$ cat config.mk
export PLATFORM = sky130hd
export DESIGN_NAME = iot_event_arbiter
export DESIGN_NICKNAME = d
export VERILOG_FILES = /design/src/rtl/iot_event_arbiter.sv
export SDC_FILE = /design/constraint.sdc
export NUM_CORES = 1
export LEC_CHECK = 0
export CAP_MARGIN = 10
export CORE_ASPECT_RATIO = 0.9
export CORE_MARGIN = 5
export CORE_UTILIZATION = 40
export DETAILED_ROUTE_END_ITERATION = 10
export PLACE_DENSITY_LB_ADDON = 0.2
export SYNTH_ARGS = -nofsm -noshare
export SYNTH_HDL_FRONTEND = slang
export SYNTH_SLANG_ARGS = --single-unit
$ cat constraint.sdc
create_clock -name clk -period 2.7 [get_ports clk]
set_clock_uncertainty 0.05 [all_clocks]
set_input_delay 0.27 -clock clk [delete_from_list [all_inputs] [get_ports clk]]
set_output_delay 0.27 -clock clk [all_outputs]
set_load 0.03 [all_outputs]
$ cat src/rtl/iot_event_arbiter.sv
// Round-robin arbiter that serialises device join/leave events into a single
// change/on_off stream for an occupancy counter, filtering redundant or over-capacity events.
module iot_event_arbiter #(
    parameter int N_DEV      = 4,
    parameter int MAX_ACTIVE = 255,
    parameter int GAP        = 1
) (
    input  logic             clk,
    input  logic             rst,
    input  logic [N_DEV-1:0] req,
    input  logic [N_DEV-1:0] req_on,
    output logic [N_DEV-1:0] ack,
    output logic             rejected,
    output logic             change,
    output logic             on_off,
    output logic [N_DEV-1:0] active_map,
    output logic [7:0]       active_count,
    output logic             busy
);
    localparam int         IW      = (N_DEV > 1) ? $clog2(N_DEV) : 1;
    localparam logic [7:0] MAX_CNT = 8'(MAX_ACTIVE);

    typedef enum logic [1:0] {IDLE, ISSUE, COOLDOWN} state_t;

    state_t           state_q, state_d;
    logic [N_DEV-1:0] pending_q, pending_d;
    logic [N_DEV-1:0] pend_dir_q, pend_dir_d;
    logic [N_DEV-1:0] active_map_q, active_map_d;
    logic [7:0]       count_q, count_d;
    logic [IW-1:0]    rr_ptr_q, rr_ptr_d;
    logic [IW-1:0]    grant_q, grant_d;
    logic [3:0]       gap_q, gap_d;

    logic [IW-1:0]    search_idx;
    logic             search_found;
    logic             cur_dir, cur_active, valid_join, valid_leave, valid_evt, in_issue;

    always_ff @(posedge clk) begin
        if (rst) begin
            state_q      <= IDLE;
            pending_q    <= '0;
            pend_dir_q   <= '0;
            active_map_q <= '0;
            count_q      <= '0;
            rr_ptr_q     <= '0;
            grant_q      <= '0;
            gap_q        <= '0;
        end else begin
            state_q      <= state_d;
            pending_q    <= pending_d;
            pend_dir_q   <= pend_dir_d;
            active_map_q <= active_map_d;
            count_q      <= count_d;
            rr_ptr_q     <= rr_ptr_d;
            grant_q      <= grant_d;
            gap_q        <= gap_d;
        end
    end

    // First pending device at or after rr_ptr, wrapping modulo N_DEV.
    always_comb begin
        int idx;
        idx          = 0;
        search_found = 1'b0;
        search_idx   = '0;
        for (int k = 0; k < N_DEV; k++) begin
            idx = int'(rr_ptr_q) + k;
            if (idx >= N_DEV) idx = idx - N_DEV;
            if (!search_found && pending_q[idx]) begin
                search_found = 1'b1;
                search_idx   = IW'(idx);
            end
        end
    end

    always_comb begin
        state_d  = state_q;
        gap_d    = gap_q;
        grant_d  = grant_q;
        rr_ptr_d = rr_ptr_q;
        case (state_q)
            IDLE: begin
                if (search_found) begin
                    grant_d = search_idx;
                    state_d = ISSUE;
                end
            end
            ISSUE: begin
                rr_ptr_d = (grant_q == IW'(N_DEV - 1)) ? '0 : grant_q + 1'b1;
                if (GAP > 0) begin
                    state_d = COOLDOWN;
                    gap_d   = 4'(GAP - 1);
                end else begin
                    state_d = IDLE;
                end
            end
            COOLDOWN: begin
                if (gap_q == 4'd0) state_d = IDLE;
                else               gap_d   = gap_q - 4'd1;
            end
            default: state_d = IDLE;
        endcase
    end

    // Reset gates the ISSUE cycle so an aborted event never shows an ack.
    assign in_issue    = (state_q == ISSUE) && !rst;
    assign cur_dir     = pend_dir_q[grant_q];
    assign cur_active  = active_map_q[grant_q];
    assign valid_join  = cur_dir && !cur_active && (count_q < MAX_CNT);
    assign valid_leave = !cur_dir && cur_active;
    assign valid_evt   = valid_join || valid_leave;

    always_comb begin
        change   = in_issue && valid_evt;
        on_off   = in_issue && valid_evt && cur_dir;
        rejected = in_issue && !valid_evt;
        count_d  = count_q;
        if (in_issue && valid_join)       count_d = count_q + 8'd1;
        else if (in_issue && valid_leave) count_d = count_q - 8'd1;
    end

    // A request arriving in the grant cycle survives the clear and carries its new direction.
    generate
        for (genvar gi = 0; gi < N_DEV; gi++) begin : g_dev
            assign ack[gi]          = in_issue && (grant_q == IW'(gi));
            assign pending_d[gi]    = req[gi] | (pending_q[gi] & ~ack[gi]);
            assign pend_dir_d[gi]   = req[gi] ? req_on[gi] : pend_dir_q[gi];
            assign active_map_d[gi] = (ack[gi] && valid_evt) ? cur_dir : active_map_q[gi];
        end
    endgenerate

    assign active_map   = active_map_q;
    assign active_count = count_q;
    assign busy         = (|pending_q) || (state_q != IDLE);

endmodule
==> impl_metrics.csv <==
group,metric,value,unit
finish,layout_common_cells,"24 x dfxtp_1, 22 x nor2_1, 22 x clkdlybuf4s50_1",
finish,nets,257,
placement,dp_slack,0.00240,ns
placement,globalplace.congestion,0.798,
yosys,postSynthAreaPerCell,8.88,sq um
timing,tightest_slew,0.391,ns
timing,period_share,98.5,%
finish,synthToLayoutAreaGrowth,36.0,%
routing,drtIter0Drc,62,
yosys,synthCells,193,
placement,placed_cells,275,
timing,fin_crit,2.66,ns
timing,hold_violations,0,
floorplanning,rows,22,
timing,drv_slew,0,
clock_tree,cts-hold-fix-buffers,0,
placement,port_buffers,29,
yosys,synth_area,1710,sq um
yosys,ys_ff_latch,30,
clock_tree,htree_levels,2,
timing,fmax,376,MHz
finish,final_cells,284,
routing,drtAntennaViolNets,0,
power_and_ir_drop,ir_drop,0.293,mV
clock_tree,clock-root-buffer,"clkbuf_8",
yosys,synth_edf_count,0,
finish,drive_above_1_share,22.0,%
placement,dp_hpwl,2840,microns
finish,final_common_cell,"dfxtp_1",
setup_path,endpoint_kind,"flip-flop",
global_routing,grtUsageTotal,15.2,%
routing,drc,0,
global_routing,grt_pass1_vias,1464,
worst_hold_path,hold_path_class,"reg2reg",
routing,drt_first_pass_iters,4,
global_routing,grt_max_degree,33,
clock_tree,numCtsBuffers,5,
floorplanning,die_w,79.0,microns
setup_path,crit_path_max_fanout,7,
global_routing,gr-total-overflow,0,
yosys,synthFlopType,"dfxtp_1",
setup_path,worstPathRequired,2.82,ns
global_routing,grt_antenna_before_repair,0,
floorplanning,core,4100,sq um
flow_run,cap_violations,0,
setup_path,path_class,"reg2reg",
yosys,ys_types,46,
timing,setup_ws,0.0396,ns
yosys,synthArstFlopShare,0,%
run_status,outcome,"complete, no violations",
timing,rsz0062_at_grt,"true",
finish,diodes,0,
routing,drt-total-wl,3770,microns
setup_path,crit_path_start_kind,"flip-flop",
timing,max-slew-margin-rel,73.8,%
routing,dr_total_vias,1506,
clock_tree,cts_buffer_depth,2,
timing,setup-violations-final,0,
power_and_ir_drop,p_leak,0.964,nW
yosys,syn_nets,215,
floorplanning,pin_count,30,
floorplanning,die_area,5700,sq um
setup_path,r2r_slack,0.04,ns
yosys,synth_warnings,0,
clock_tree,cts_tree,"built",
floorplanning,die_h,72.1,microns
setup_path,critPathArrivalTime,2.78,ns
global_routing,grt_pass1_wl,6800,microns
clock_tree,cts.sinks,30,
yosys,seq_area_frac_synth,35.0,%
clock_tree,clkLatencyLatePin,0.28,ns
floorplanning,initial_core_util,41.8,%
routing,wl_per_cell,13.3,microns
power_and_ir_drop,power_density,576,nW/um^2
routing,viasPerCell,5.30,
clock_tree,clkTransAtPathRegs,0.07,ns
[metal layers]
layer	up-vias	part of all wire [%]	routed length (microns)	GRT usage [%]
li1	759	-	-	-
met5	-	0	0	0
met2	38	44	1650	22.0
met1	702	47	1790	20.4
met4	0	1.5	57	6.11
met3	7	7.2	271	5.58
[flip-flops by register name, summed over array words and instances (netlist names)]
| name | flops |
|---|---|
| active_count | 8 |
| active_map | 4 |
| gap_q | 4 |
| grant_q | 2 |
| pend_dir_q | 4 |
| pending_q | 4 |
| rr_ptr_q | 2 |
| state_q | 2 |
[cells in the mapped netlist, drive strengths merged (3+ instances only)]
cell type	number	area (sq um)
nand4	3	18.8
o22ai	3	18.8
nor2b	4	32.5
nor2	23	93.8
clkbuf	3	11.3
inv	15	56.3
nand2b	10	70.1
nand2	15	72.6
a21oi	21	105
dfxtp	30	601
a211oi	4	30.0
ha	11	138
mux2i	12	120
nor3	3	20.0
xnor2	3	26.3
[through the flow]
stage / hold WS (ns) / TNS, ns / util, % / total power [W] / area, sq um
after global placement: 0.427 / 0 / 52.7 / 0.000780 / 2160
after floorplan: 0.337 / -0.350 / - / 0.000693 / 1780
after global routing: 0.478 / -0.109 / 56.8 / 0.00141 / 2330
after detailed placement: 0.437 / 0 / 52.7 / 0.000782 / 2160
after CTS: 0.455 / 0 / 56.2 / 0.00135 / 2310
final: 0.445 / 0 / 56.8 / 0.00134 / 2330
[worst max-delay path, stage by stage (launching register included)]
cell	delay (ns)
dfxtp_4	0.35
mux4_2	0.50
nand2b_4	0.18
nor3_4	0.22
inv_4	0.12
fa_2	0.39
a21oi_2	0.15
o211ai_1	0.12
a21oi_2	0.14
xnor2_1	0.07
mux2_4	0.26
[path summary, 6_finish.rpt]
kind                 start               to  cells past startpoint
max             grant_q[1]  active_count[6]                     10
min          pend_dir_q[1]    pend_dir_q[1]                      2
max reg2reg     grant_q[1]  active_count[6]                     10
min reg2reg  pend_dir_q[1]    pend_dir_q[1]                      2
[layout make-up]
type | instances | area, sq um
fillers | 369 | 1770
flip-flops and latches | 30 | 611
well taps | 48 | 60.1
repair buffers | 38 | 340
clock inverters | 2 | 60.1
multi-input cells | 144 | 1110
inverters | 16 | 62.6
clock buffers | 6 | 82.6
[cells by family (layout without fill, tap and decap cells)]
| group | count (synthesis) | in the layout | synth area share, % |
|---|---|---|---|
| XOR/XNOR | 5 | 5 | 2.56 |
| adder cells (fa/ha/maj) | 12 | 12 | 9.20 |
| multiplexers | 16 | 16 | 11.2 |
| buffers and inverters | 19 | 62 | 4.16 |
| flip-flops | 30 | 30 | 35.0 |
| AND/OR/NAND/NOR | 70 | 70 | 22.7 |
| AO/OA/AOI/OAI | 41 | 41 | 15.2 |
[power breakdown]
| group | internal [W] | switching [W] |
|---|---|---|
| clock | 0.000394 | 0.000172 |
| combinational | 0.000135 | 0.000146 |
| sequential | 0.000467 | 0.0000293 |
[timing repair]
item,CTS,global route
gates resized for setup,0,4
pin swaps,1,0
buffers inserted,0,1
endpoints found under the setup margin,1,2
Power figures use the tool's default switching activity.
==> RTL edit 1: new RTL, config.mk and constraints unchanged <==
`pending_q` no longer has a reset.
--- a/src/rtl/iot_event_arbiter.sv
+++ b/src/rtl/iot_event_arbiter.sv
@@ -40,3 +40,2 @@
             state_q      <= IDLE;
-            pending_q    <= '0;
             pend_dir_q   <= '0;
@@ -49,3 +48,2 @@
             state_q      <= state_d;
-            pending_q    <= pending_d;
             pend_dir_q   <= pend_dir_d;
@@ -57,2 +55,6 @@
         end
+    end
+
+    always_ff @(posedge clk) begin
+        pending_q <= pending_d;
     end
Formal check against the unedited RTL: not equivalent (a bounded check fails within 4 cycles, from zero or initial values and one cycle with rst high).
==> RTL edit 1 against the original RTL <==
The run now ends with negative setup slack left; global-route usage is essentially flat; total power fell by 17%; sequential cell count stayed put; cell area shrank 2.0%; routed wire length increased by 10%; worst setup slack worse by 69 ps; die area decreased by 0.57%; area after synthesis fell by 0.66%; critical path type unchanged.
==> RTL edit 1: results (changes against the original RTL) <==
- Run status: complete, but fails checks
- Failing checks: negative setup slack
- Pin count of the biggest net entering global routing: 29 (-12%)
- Adder-cell share of the synthesized area: 0.0926 (+0.000608)
- Share of total power consumed by net switching: 0.295 (+0.0366)
- Slew HR: 0.716 (-0.0222)
- Instance count of the mapped netlist: 186 (-3.6%)
- Violation count after the first detailed-route iteration: 67 (+8.1%)
- Top area cells in the synthesized netlist: dfxtp_1 35%, ha_1 8.1%, mux2i_1 7.1%
- Power dissipated in the clock network: 0.382 mW (-32%)
- Global placer's final weighted congestion: 0.839 (+5.2%)
- Worst hold slack after final layout: 464 ps (+18.8 ps)
- FF+latch area: 609 µm² (-0.21%)
- Synthesized Nets: 208 (-3.3%)
- Placed Cells incl. Taps: 265 (-3.6%)
- P per Cell Area: 491 nW/µm² (-15%)
- Arrival time of data at the critical path endpoint: 2870 ps (+90 ps)
- Largest voltage drop on the vdd net: 0.000294 V (+0.38%)
- HPWL after detailed placement: 3.07 mm (+8.2%)
- HP Start: pend_dir_q[0]$_SDFFE_PP0P_
- Multiplexer share of the synthesized area: 0.112 (+0.000739)
- # fillers: 381 (+3.3%)
- Fraction of met2 tracks used by global routing: 0.250 (+0.0301)
- Leakage component of the power: 0.944 nW (-2.0%)
- Xor and xnor area share after synthesis: 0.0257 (+0.000169)
- Cell depth of the worst flop-to-flop path: 11 (+1)
- All-Layer GR Usage: 0.152 (about the same)
- Worst-case setup margin in the final layout: -29.0 ps (-68.6 ps)
- Top cells by count, synth: 30 x dfxtp_1, 18 x nor2_1, 17 x a21oi_1
- Worst-case setup slack after placement: -56.9 ps (-59.3 ps)
- Post-synthesis sequential area ratio: 0.353 (+0.00232)
- Mean number of vias per cell: 5.30 (about the same)
- # setup viols final: 1 (+1)
- First-pass GRT wire length: 6.74 mm (-0.81%)
- Met1 capacity usage during global routing: 0.195 (-0.00935)
- WHS Endpoint: pend_dir_q[0]$_SDFFE_PP0P_
- Synthesized-area fraction occupied by ao, oa, aoi and oai cells: 0.159 (+0.00688)
- Average routed wire per standard cell: 14.8 µm (+11%)
- Number of buffers inserted to repair setup after CTS: 5 (+5)
- Placed Instance Area: 2130 µm² (-1.6%)
- Overall via count from detail_route: 1489 (-1.1%)
- Met3 demand-to-capacity share in global routing: 0.0372 (-0.0186)
- Routed length on met2: 2.00 mm (+21%)
[RTL edit 1: cell types whose count changed in the layout (fill, tap and decap cells not counted), moves of 2 or more]
cell and change:
inv_1 -3, buf_4 +4, bufinv_16 -2, o21bai_1 +3, nand2_1 -4, and2_1 +4
nor2_1 -4, a21oi_1 -3
[RTL edit 1: layout make-up]
cell class | instances | share of cell area
clock buffer | 7 | 0.0378
clock inverter | 1 | 0.00219
inverter | 13 | 0.0225
multi-input combinational | 140 | 0.482
sequential | 30 | 0.267
tap | 48 | 0.0263
timing repair buffer | 42 | 0.162
[RTL edit 1: logic make-up (layout without fill, tap and decap cells)]
| family | after synthesis | after routing |
|---|---|---|
| adders and majority gates | 12 | 12 |
| muxes | 16 | 16 |
| and+or+nand+nor | 66 | 66 |
| xor gates and xnor gates | 5 | 5 |
| DFF | 30 | 30 |
| buffers and inverters | 16 | 63 |
| AOI/OAI and AO/OA | 41 | 41 |
==> RTL edit 2: new RTL, config.mk and constraints unchanged <==
Made on the original files. Change the parameter `N_DEV` from 4 to 8.
--- a/src/rtl/iot_event_arbiter.sv
+++ b/src/rtl/iot_event_arbiter.sv
@@ -3,3 +3,3 @@
 module iot_event_arbiter #(
-    parameter int N_DEV      = 4,
+    parameter int N_DEV      = 8,
     parameter int MAX_ACTIVE = 255,
Interface: changed (resized ack, active_map, req and req_on); port bits go from 30 to 46. The function was not compared with the original's and may differ.
==> RTL edit 2 against the original RTL <==
The run now ends with negative setup slack left; worst hold slack better by 26 ps; cell area is 86% higher; area after synthesis is 79% higher; fmax is 9.7% lower; sequential power is 55% higher; routed wire length is 120% higher; highest routed layer unchanged; worst setup slack worse by 280 ps; total power is 96% higher; sequential cell count is 14 higher; count of clock-buffer cells in the layout is 1 lower.
==> RTL edit 2: results (changes against the original RTL) <==
- Area occupied by multi-input gates: 2170 µm² (+95%)
- Worst-case setup margin in the final layout: -245 ps (-285 ps)
- Leakage component of the power: 1.85 nW (+92%)
- Overall routed net length: 8.42 mm (+120%)
- Number of buffers inserted to repair setup after CTS: 7 (+7)
- Placed Cells incl. Taps: 524 (+91%)
- Relative area of clock buffers and inverters in the final design: 0.0266 (-0.0346)
- Max Fanout on Critical Path: 5 (-2)
- Combinational share of power: 0.506 (+0.296)
- Average routed wire per standard cell: 15.5 µm (+17%)
- Setup crit end: active_count[7]$_SDFFE_PP0P_
- HPWL after detailed placement: 6.26 mm (+120%)
- HP Start: active_count[7]$_SDFFE_PP0P_
- Fraction of final layout cells with drive strength greater than 1: 0.328 (+0.108)
- Failing checks: negative setup slack
- First-pass GRT wire length: 14.0 mm (+110%)
- Post-synthesis sequential area ratio: 0.287 (-0.0629)
- Number of global-route vias before repair: 2842 (+94%)
- Global placer's final weighted congestion: 0.823 (+3.1%)
- P&R area growth vs syn: 41.2%
- CP startpoint: grant_q[0]$_SDFFE_PP0P_
- # setup viols final: 5 (+5)
- Worst hold slack after final layout: 471 ps (+26.0 ps)
- Count of inverters not on the clock network in the layout: 23 (+7)
- All-Layer GR Usage: 0.182 (+0.0305)
- Seq/total area: 0.205 (-0.0569)
- Synthesized Nets: 377 (+75%)
- Critical path's top delay family: compound AO/OA/AOI/OAI gates
- Placed Instance Area: 4000 µm² (+85%)
- Total negative setup slack: -542 ps (-542 ps)
- Std cell rows: 30 (+36%)
- Number of nets in the final layout: 482 (+88%)
- Run status: complete, but fails checks
- Distinct cell type count after synthesis: 52 (+13%)
- Violation count after the first detailed-route iteration: 181 (+190%)
- Multi-input combinational cell count: 260 (+81%)
RTL edit 2: cell types whose count changed after synthesis, moves of 6 or more:
cell      unedited run  this run
o21ai_0              2         8
nor3_1               2        12
nand3_1              2         9
nand2b_1             9         3
mux4_2               2        11
nor2_1              22        42
inv_1               15        21
a21oi_1             21        30
a221oi_1             0         6
nand2_1             14        29
dfxtp_1             30        44
mux2_2               1         8
RTL edit 2: logic make-up after synthesis:
kind of cell / synth area share
multiplexers: 0.212
buffers and inverters: 0.0580
AND/OR/NAND/NOR: 0.178
AO/OA/AOI/OAI: 0.158
flip-flops: 0.287
XOR/XNOR: 0.0343
adder cells (fa/ha/maj): 0.0719
RTL edit 2: routing by layer:
metal / vias up / GRT usage / share of wire
li1: 1455 / - / -
met1: 1354 / 0.261 / 0.48
met2: 70 / 0.287 / 0.46
met3: 9 / 0.0313 / 0.047
met4: 0 / 0.0393 / 0.012
met5: - / 0 / 0
